**src/rtl/operand_fetch.sv**
```systemverilog
`default_nettype none
// ============================================================================
// Module      : operand_fetch
// Description : Operand fetch stage with immediate, direct, indirect, indexed
//               and implied addressing over a one-cycle-latency data RAM.
// Revision    : 1.0 - initial release
// ============================================================================
module operand_fetch (
  input  logic       clk,
  input  logic       reset,
  input  logic       flush,
  input  logic       in_valid,
  output logic       in_ready,
  input  logic [4:0] Instr_in,
  input  logic [2:0] AddrMode_in,
  input  logic [8:0] Data_in,
  input  logic [7:0] index_in,
  output logic [7:0] DRAM_addr,
  output logic       DRAM_read_en,
  input  logic [7:0] DRAM_data,
  output logic       out_valid,
  input  logic       out_ready,
  output logic [4:0] Instr_out,
  output logic [7:0] Operand_out,
  output logic [7:0] EffAddr_out,
  output logic       Ext_out,
  output logic       illegal_out
);
  localparam logic [2:0] IDLE = 3'd0;
  localparam logic [2:0] RD1  = 3'd1;
  localparam logic [2:0] CAP1 = 3'd2;
  localparam logic [2:0] RD2  = 3'd3;
  localparam logic [2:0] CAP2 = 3'd4;
  localparam logic [2:0] DONE = 3'd5;

  localparam logic [2:0] MODE_IMM = 3'd0;
  localparam logic [2:0] MODE_DIR = 3'd1;
  localparam logic [2:0] MODE_IND = 3'd2;
  localparam logic [2:0] MODE_IDX = 3'd3;
  localparam logic [2:0] MODE_IMP = 3'd4;

  logic [2:0] r_state;
  logic       r_indirect;
  logic [7:0] r_dramAddr;
  logic       r_readEn;
  logic       r_outValid;
  logic [4:0] r_instr;
  logic [7:0] r_operand;
  logic [7:0] r_effAddr;
  logic       r_ext;
  logic       r_illegal;
  logic [7:0] w_idxAddr;

  assign w_idxAddr    = Data_in[7:0] + index_in;
  assign in_ready     = (r_state == IDLE) && !reset;
  assign DRAM_addr    = r_dramAddr;
  assign DRAM_read_en = r_readEn;
  assign out_valid    = r_outValid;
  assign Instr_out    = r_instr;
  assign Operand_out  = r_operand;
  assign EffAddr_out  = r_effAddr;
  assign Ext_out      = r_ext;
  assign illegal_out  = r_illegal;

  // Read strobe and address are registered so they are stable for the whole RD cycle.
  always_ff @(posedge clk or posedge reset) begin
    if (reset) begin
      r_state    <= IDLE;
      r_indirect <= 1'b0;
      r_dramAddr <= 8'd0;
      r_readEn   <= 1'b0;
      r_outValid <= 1'b0;
      r_instr    <= 5'd0;
      r_operand  <= 8'd0;
      r_effAddr  <= 8'd0;
      r_ext      <= 1'b0;
      r_illegal  <= 1'b0;
    end else if (flush) begin
      r_state    <= IDLE;
      r_outValid <= 1'b0;
      r_readEn   <= 1'b0;
      r_dramAddr <= 8'd0;
    end else begin
      case (r_state)
        IDLE: begin
          if (in_valid) begin
            r_instr    <= Instr_in;
            r_ext      <= Data_in[8];
            r_illegal  <= 1'b0;
            r_operand  <= 8'd0;
            r_effAddr  <= 8'd0;
            r_indirect <= (AddrMode_in == MODE_IND);
            case (AddrMode_in)
              MODE_IMM: begin
                r_operand  <= Data_in[7:0];
                r_outValid <= 1'b1;
                r_state    <= DONE;
              end
              MODE_DIR, MODE_IND: begin
                r_effAddr  <= Data_in[7:0];
                r_dramAddr <= Data_in[7:0];
                r_readEn   <= 1'b1;
                r_state    <= RD1;
              end
              MODE_IDX: begin
                r_effAddr  <= w_idxAddr;
                r_dramAddr <= w_idxAddr;
                r_readEn   <= 1'b1;
                r_state    <= RD1;
              end
              MODE_IMP: begin
                r_outValid <= 1'b1;
                r_state    <= DONE;
              end
              default: begin
                r_illegal  <= 1'b1;
                r_outValid <= 1'b1;
                r_state    <= DONE;
              end
            endcase
          end
        end
        RD1: begin
          r_readEn   <= 1'b0;
          r_dramAddr <= 8'd0;
          r_state    <= CAP1;
        end
        CAP1: begin
          // Indirect: first read returned the pointer, which becomes the effective address.
          if (r_indirect) begin
            r_effAddr  <= DRAM_data;
            r_dramAddr <= DRAM_data;
            r_readEn   <= 1'b1;
            r_state    <= RD2;
          end else begin
            r_operand  <= DRAM_data;
            r_outValid <= 1'b1;
            r_state    <= DONE;
          end
        end
        RD2: begin
          r_readEn   <= 1'b0;
          r_dramAddr <= 8'd0;
          r_state    <= CAP2;
        end
        CAP2: begin
          r_operand  <= DRAM_data;
          r_outValid <= 1'b1;
          r_state    <= DONE;
        end
        DONE: begin
          if (out_ready) begin
            r_outValid <= 1'b0;
            r_state    <= IDLE;
          end
        end
        default: begin
          r_state    <= IDLE;
          r_outValid <= 1'b0;
          r_readEn   <= 1'b0;
          r_dramAddr <= 8'd0;
        end
      endcase
    end
  end
endmodule
`default_nettype wire

```
**config.mk**
```make
export PLATFORM = sky130hd
export DESIGN_NAME = operand_fetch
export DESIGN_NICKNAME = d
export VERILOG_FILES = /design/src/rtl/operand_fetch.sv
export SDC_FILE = /design/constraint.sdc
export NUM_CORES = 1
export LEC_CHECK = 0
export CORE_ASPECT_RATIO = 2
export CORE_MARGIN = 10
export CORE_UTILIZATION = 31
export CTS_CLUSTER_SIZE = 24
export DETAILED_ROUTE_END_ITERATION = 7
export GPL_TIMING_DRIVEN = 0
export SLEW_MARGIN = 20
export SYNTH_ARGS = -nofsm -noshare
export SYNTH_HDL_FRONTEND = slang
export SYNTH_SLANG_ARGS = --single-unit
```
**constraint.sdc**
```tcl
create_clock -name clk -period 1.65 [get_ports clk]
set_input_delay 0.165 -clock clk [delete_from_list [all_inputs] [get_ports clk]]
set_output_delay 0.165 -clock clk [all_outputs]
set_load 0.02 [all_outputs]
```
==> out/metrics.csv, run 1 <==
metric,value,unit
outcome,"complete, no violations",
swShare,33.5,%
grt_pass1_wl,11700,µm
finalCritPeriodShare,98.8,%
cts.sinks,37,
syn_inst,239,
synth_top_family_by_area,compound AO/OA/AOI/OAI gates,
hold_depth,2,
coreArea,7210,µm²
crit_type,primary input to register,
reg2reg_slack,0.09,ns
grt_setup_unrepaired,true,
vias_per_cell,5.18,
synthMuxAreaShare,4.70,%
htreeDepth,2,
worstSetupStartpointType,primary input,
p_int,2.28,mW
fin_skew,0.00647,ns
gp_congestion,0.888,
synth_compound_area_share,26.2,%
ys_top_cells_by_area,"dfrtp_1 40%, a21oi_1 4.8%, nand2_1 4.8%",
layout.cells.most_common,clkdlybuf4s50_1,
layout-drive-gt1-share,26.6,%
netlist-cell-type-count,58,
hp-start,flush,
peakVddDrop,0.597,mV
ys_async_sr_fraction,100,%
final_cell_mix,"54 x clkdlybuf4s50_1, 34 x dfrtp_1, 29 x nand2_1",
crit_fanout,4,
finalInstanceArea,3500,µm²
yosysSeqAreaShare,40.4,%
grt_pass1_vias,2257,
ios,72,
cp.arrival,1.80,ns
cts_buffers,5,
report.final.slew_viol_count,0,
clock_power_share,28.3,%
power.leakage,1.51,nW
relSlewSlack,71.0,%
r2r-start,r_state[0]$_DFFE_PP0P_,
fillerInstances,717,
dp_hpwl,5960,µm
syn_area,2290,µm²
vias,2151,
ff2ff_path_depth,6,
die_h,142,µm
syn_nets,285,
yosys.area_share.simple,17.9,%
gr-usage-all-layers,13.2,%
hold_path_class,primary input to register,
p_switching,1.15,mW
ys_seq_elements,37,
min_period,1.63,ns
synth_xor_area_share,1.53,%
clk_latency,0.29,ns
powerDensity,982,nW/µm²
wirelength,7690,µm
grt_max_degree,29,
syn_to_final_growth,52.6,%
initialDrtViolationCount,107,
hold_viol,0,
final_nets,369,
cts_buffer_depth,2,
cts_tree,built,
hold_ws,0.171,ns
yosys_warnings,0,
tightest_slew,0.434,ns
power_frac_comb,37.7,%
drc,0,
setup_viol,0,
end_kind,register,
firstDrtPassIters,4,
routedWlPerCell,18.5,µm
path_clk_slew,0.05,ns
holdPathEnd,r_state[2]$_DFFE_PP0P_,
p_seq_share,34.0,%
port_buffers,68,
synthAdderAreaFrac,4.70,%
dp_slack,-0.721,ns
max_freq,613,MHz
postPlaceCellArea,3130,µm²
worstPathRequired,1.81,ns
initial_utilization,31.8,%
synth_ff_type,dfrtp_1,
fp.dieW,80.8,µm
synth_edf_count,0,
yosys.area.top_type,dfrtp_1,
ctsRootBufferMaster,clkbuf_16,
dieArea,11400,µm²
yosys.area.top_type_share,40.4,%
avgSynthCellArea,9.59,µm²
num_rows,44,
overflow,0,
ant_nets,0,
antenna_cells,0,
fin_ws,0.0190,ns
cap_violations,0,
grt_antenna_before_repair,0,
worstReg2RegEnd,DRAM_addr[6]$_DFFE_PP0P_,
==> worst max-delay path by stage <==
stage / from / end / slack (ns) / depth (start not counted)
2_1_floorplan: Data_in[0] / DRAM_addr[4]$_DFFE_PP0P_ / -0.02 / 7
3_3_place_gp: Data_in[0] / DRAM_addr[4]$_DFFE_PP0P_ / -0.69 / 8
3_5_place_dp: Data_in[0] / DRAM_addr[4]$_DFFE_PP0P_ / -0.72 / 8
4_1_cts: Data_in[0] / DRAM_addr[4]$_DFFE_PP0P_ / 0.004 / 8
5_1_grt: Data_in[0] / EffAddr_out[4]$_DFFE_PP0P_ / -0.02 / 8
6_report: Data_in[0] / EffAddr_out[4]$_DFFE_PP0P_ / 0.02 / 8
==> state kept, by name (all words and copies together) (netlist names) <==
signal        cells
DRAM_addr         8
EffAddr_out       8
Operand_out       8
Instr_out         5
r_state           3
DRAM_read_en      1
Ext_out           1
illegal_out       1
out_valid         1
r_indirect        1
==> synth_stat cells (2+ instances only) <==
master / n
nor2_1: 18
xnor2_1: 3
nor3_2: 2
mux2_2: 6
o221a_2: 2
nor4_1: 2
a31oi_1: 4
buf_4: 3
a22oi_1: 2
o2bb2ai_1: 4
buf_2: 7
ha_1: 7
nand2_1: 29
nor2b_1: 3
or3_1: 3
nand2b_1: 2
nor3_1: 2
o21ai_1: 13
a22oi_2: 2
a21oi_1: 22
inv_1: 5
nor4b_1: 2
nand3_1: 4
a211o_1: 2
dfrtp_1: 37
nand3b_1: 3
a21o_1: 9
o21ai_0: 6
o31ai_1: 2
and3_1: 2
mux2i_1: 4
==> per-stage QoR <==
step / utilization (%) / std cells / setup TNS [ns] / power, mW
2_1_floorplan: - / 239 / -0.0362 / 1.83
3_3_place_gp: 43.1 / 399 / -18.35 / 2.38
3_5_place_dp: 43.4 / 400 / -9.89 / 2.40
4_1_cts: 46.8 / 411 / 0 / 3.42
5_1_grt: 48.5 / 415 / -0.0559 / 3.60
6_report: 48.5 / 415 / 0 / 3.43
==> power groups by stage <==
stage / Clock (mW) / Sequential (mW) / Combinational (mW)
after global routing: 1.02 / 1.19 / 1.38
after detailed placement: 0 / 1.18 / 1.22
after floorplan: 0 / 1.35 / 0.480
after global placement: 0 / 1.17 / 1.20
after CTS: 0.991 / 1.17 / 1.27
final: 0.972 / 1.17 / 1.30
==> per-layer routing <==
metal / GRT usage, % / wire length [µm]
met1: 12.6 / 2640
met2: 23.9 / 4260
met3: 4.18 / 533
met4: 6.97 / 260
met5: 0 / 0
==> cell type report <==
type | instances | area [µm²] | share of cell area [%]
Buffer | 12 | 91.3 | 2.61
Clock buffer | 6 | 139 | 3.97
Clock inverter | 1 | 7.51 | 0.215
Inverter | 6 | 22.5 | 0.644
Multi-Input combinational cell | 184 | 1450 | 41.5
Sequential cell | 37 | 930 | 26.6
Tap cell | 92 | 115 | 3.29
Timing Repair Buffer | 77 | 739 | 21.2
==> kinds of logic after synthesis <==
logic type | count (synthesis)
xor gates and xnor gates | 4
buffers and inverters | 18
muxes | 10
adders and majority gates | 8
DFF | 37
and+or+nand+nor | 79
AOI/OAI and AO/OA | 83
==> worst max-delay path: stages <==
cell and delay [ns]:
buf_4 0.13, ha_4 0.16, fa_2 0.34, and3_4 0.15, or3_1 0.31, a32o_2 0.28
a22oi_2 0.17, o21ai_1 0.09
==> timing repair <==
item	in CTS	in global routing
hold buffers	0	0
setup endpoints to repair	23	25
resized for setup	43	22
pin swaps	10	7
hold endpoints to repair	0	0
buffers inserted	4	4
(Power assumes the default switching activity.)
==> inputs of run 2 (changes only) <==
CAP_MARGIN = 20   (was default)
==> results of run 2 <==
Final layout, timing and power as in run 1 (identical DEF).
==> inputs of run 3 (changes only) <==
REMOVE_ABC_BUFFERS = 1   (was default)
==> run 3 against run 2 <==
The flow now finishes with violations (negative setup slack). Via count rose by 0.74%. Sequential cell count did not move. Core utilization grew 1.5 points. Wire length is 0.75% lower. Sequential share of layout area decreased by 0.82 points. Register-to-register slack worse by 0.09 ns. Cell count grew 1.4%. Total power rose by 10%. First-iteration DRC count stayed put. Global-route usage up 0.16 points. Critical path type is now register to register. Largest power group unchanged.
==> out/metrics.csv, run 3 (synthesized netlist as in run 1, its figures left out) <==
metric,value,unit
p_int,2.59,mW
grt_max_degree,29,
drc,0,
die_h,142,µm
crit_slowest_cell,dfrtp_2,
crit_type,register to register,
swShare,31.4,%
use_met2,25.9,%
num_rows,44,
grt_pass1_vias,2294,
coreArea,7210,µm²
routedWlPerCell,18.1,µm
cts_tree,built,
ctsRootBufferMaster,clkbuf_16,
end_kind,register,
r2r-start,r_state[0]$_DFFE_PP0P_,
fin_setup_tns,-0.00232,ns
vias_per_cell,5.15,
gp_congestion,0.862,
reg2reg_slack,-0.002,ns
dp.cells,392,
hold_buffers,0,
hold_path_class,primary input to asynchronous set/reset pin,
grt-busiest-layer,met2,
wirelength,7640,µm
vias,2167,
overflow,0,
tightest_slew,0.667,ns
grt_antenna_before_repair,0,
total_power,3.78,mW
p_switching,1.19,mW
gr-usage-all-layers,13.4,%
critPathMaxStageDelay,0.48,ns
worstSetupStartpointType,register,
met3_usage,2.22,%
final_cell_mix,"55 x clkdlybuf4s50_1, 34 x dfrtp_1, 29 x nand2_1",
instances_no_fill,421,
worstPathRequired,1.83,ns
min_period,1.65,ns
dp_hpwl,5680,µm
report.final.slew_viol_count,0,
grt_setup_unrepaired,true,
fin_skew,0.00310,ns
fin_ws,-0.00232,ns
final_nets,374,
initial_utilization,31.8,%
cp.arrival,1.84,ns
clock_power_share,33.9,%
syn_to_final_growth,57.5,%
ant_nets,0,
path_clk_slew,0.06,ns
peakVddDrop,0.595,mV
htreeDepth,2,
p_seq_share,30.8,%
power_frac_comb,35.3,%
cp_cell_sequence,"nor3b_4, buf_12, nor4b_1, a21oi_1, a2bb2oi_2, a21bo_1",
power.leakage,1.57,nW
powerDensity,1050,nW/µm²
layout-drive-gt1-share,25.8,%
crit_fanout,9,
clk_latency,0.29,ns
setup_viol,1,
initialDrtViolationCount,107,
layout.cells.most_common,clkdlybuf4s50_1,
firstDrtPassIters,4,
dieArea,11400,µm²
port_buffers,71,
cts_buffers,5,
hold_viol,0,
grt_pass1_wl,11800,µm
antenna_cells,0,
cts_buffer_depth,2,
relSlewSlack,55.6,%
max_freq,605,MHz
cts.sinks,37,
grt_util_met1,12.9,%
fp.dieW,80.8,µm
outcome,"finished, violations left",
worstReg2RegEnd,DRAM_addr[6]$_DFFE_PP0P_,
violations,negative setup slack,
cap_violations,0,
ios,72,
finalCritPeriodShare,100,%
final_util,50.0,%
ff2ff_path_depth,6,
## run 3: worst max-delay path: cells and delay by family (launching register included)
| kind | cells | cell delay (ns) |
|---|---|---|
| flops | 1 | 0.48 |
| simple gates | 2 | 0.31 |
| compound gates | 3 | 0.60 |
| buf+inv | 1 | 0.15 |
## run 3: final cells by class
class	instances	area, µm²
well taps	92	115
multi-input cells	184	1450
flip-flops and latches	37	930
fillers	669	3600
repair buffers	94	900
clock inverters	3	68.8
clock buffers	5	125
inverters	6	22.5
## run 3: layer usage
| layer | part of all wire [%] | wire (µm) |
|---|---|---|
| met5 | 0 | 0 |
| met1 | 34 | 2580 |
| met3 | 3.4 | 260 |
| met2 | 59 | 4540 |
| met4 | 3.4 | 261 |
## run 3: metrics by stage
step | instance area, µm² | setup slack (ns) | hold WS, ns
after global routing | 3610 | -0.0559 | 0.199
after floorplan | 2210 | -0.566 | 0.228
after detailed placement | 3070 | -0.918 | 0.464
after global placement | 3030 | -1.23 | 0.455
after CTS | 3510 | 0.000830 | 0.163
final | 3610 | -0.00232 | 0.157
## run 3: timing repair
item,in CTS,in global routing
pin swaps,11,10
resized for setup,48,19
setup endpoints to repair,28,20
buffers inserted,12,9
## run 3: power groups by stage
stage               clock network (mW)  registers [mW]  logic, mW
CTS                               1.31            1.17       1.29
floorplan                            0            1.36      0.422
finish                            1.28            1.17       1.33
detailed placement                   0            1.19       1.18
global placement                     0            1.19       1.16
global route                      1.34            1.19       1.43
## run 3: worst max-delay path by stage
stage,from,to,slack (ns)
after floorplan,r_state[1]$_DFFE_PP0P_,DRAM_addr[6]$_DFFE_PP0P_,-0.57
after global placement,in_valid,DRAM_addr[6]$_DFFE_PP0P_,-1.23
after detailed placement,Data_in[0],DRAM_addr[4]$_DFFE_PP0P_,-0.92
after CTS,r_state[0]$_DFFE_PP0P_,DRAM_addr[6]$_DFFE_PP0P_,0.0008
after global routing,r_state[1]$_DFFE_PP0P_,EffAddr_out[7]$_DFFE_PP0P_,-0.06
final,r_state[0]$_DFFE_PP0P_,DRAM_addr[6]$_DFFE_PP0P_,-0.002
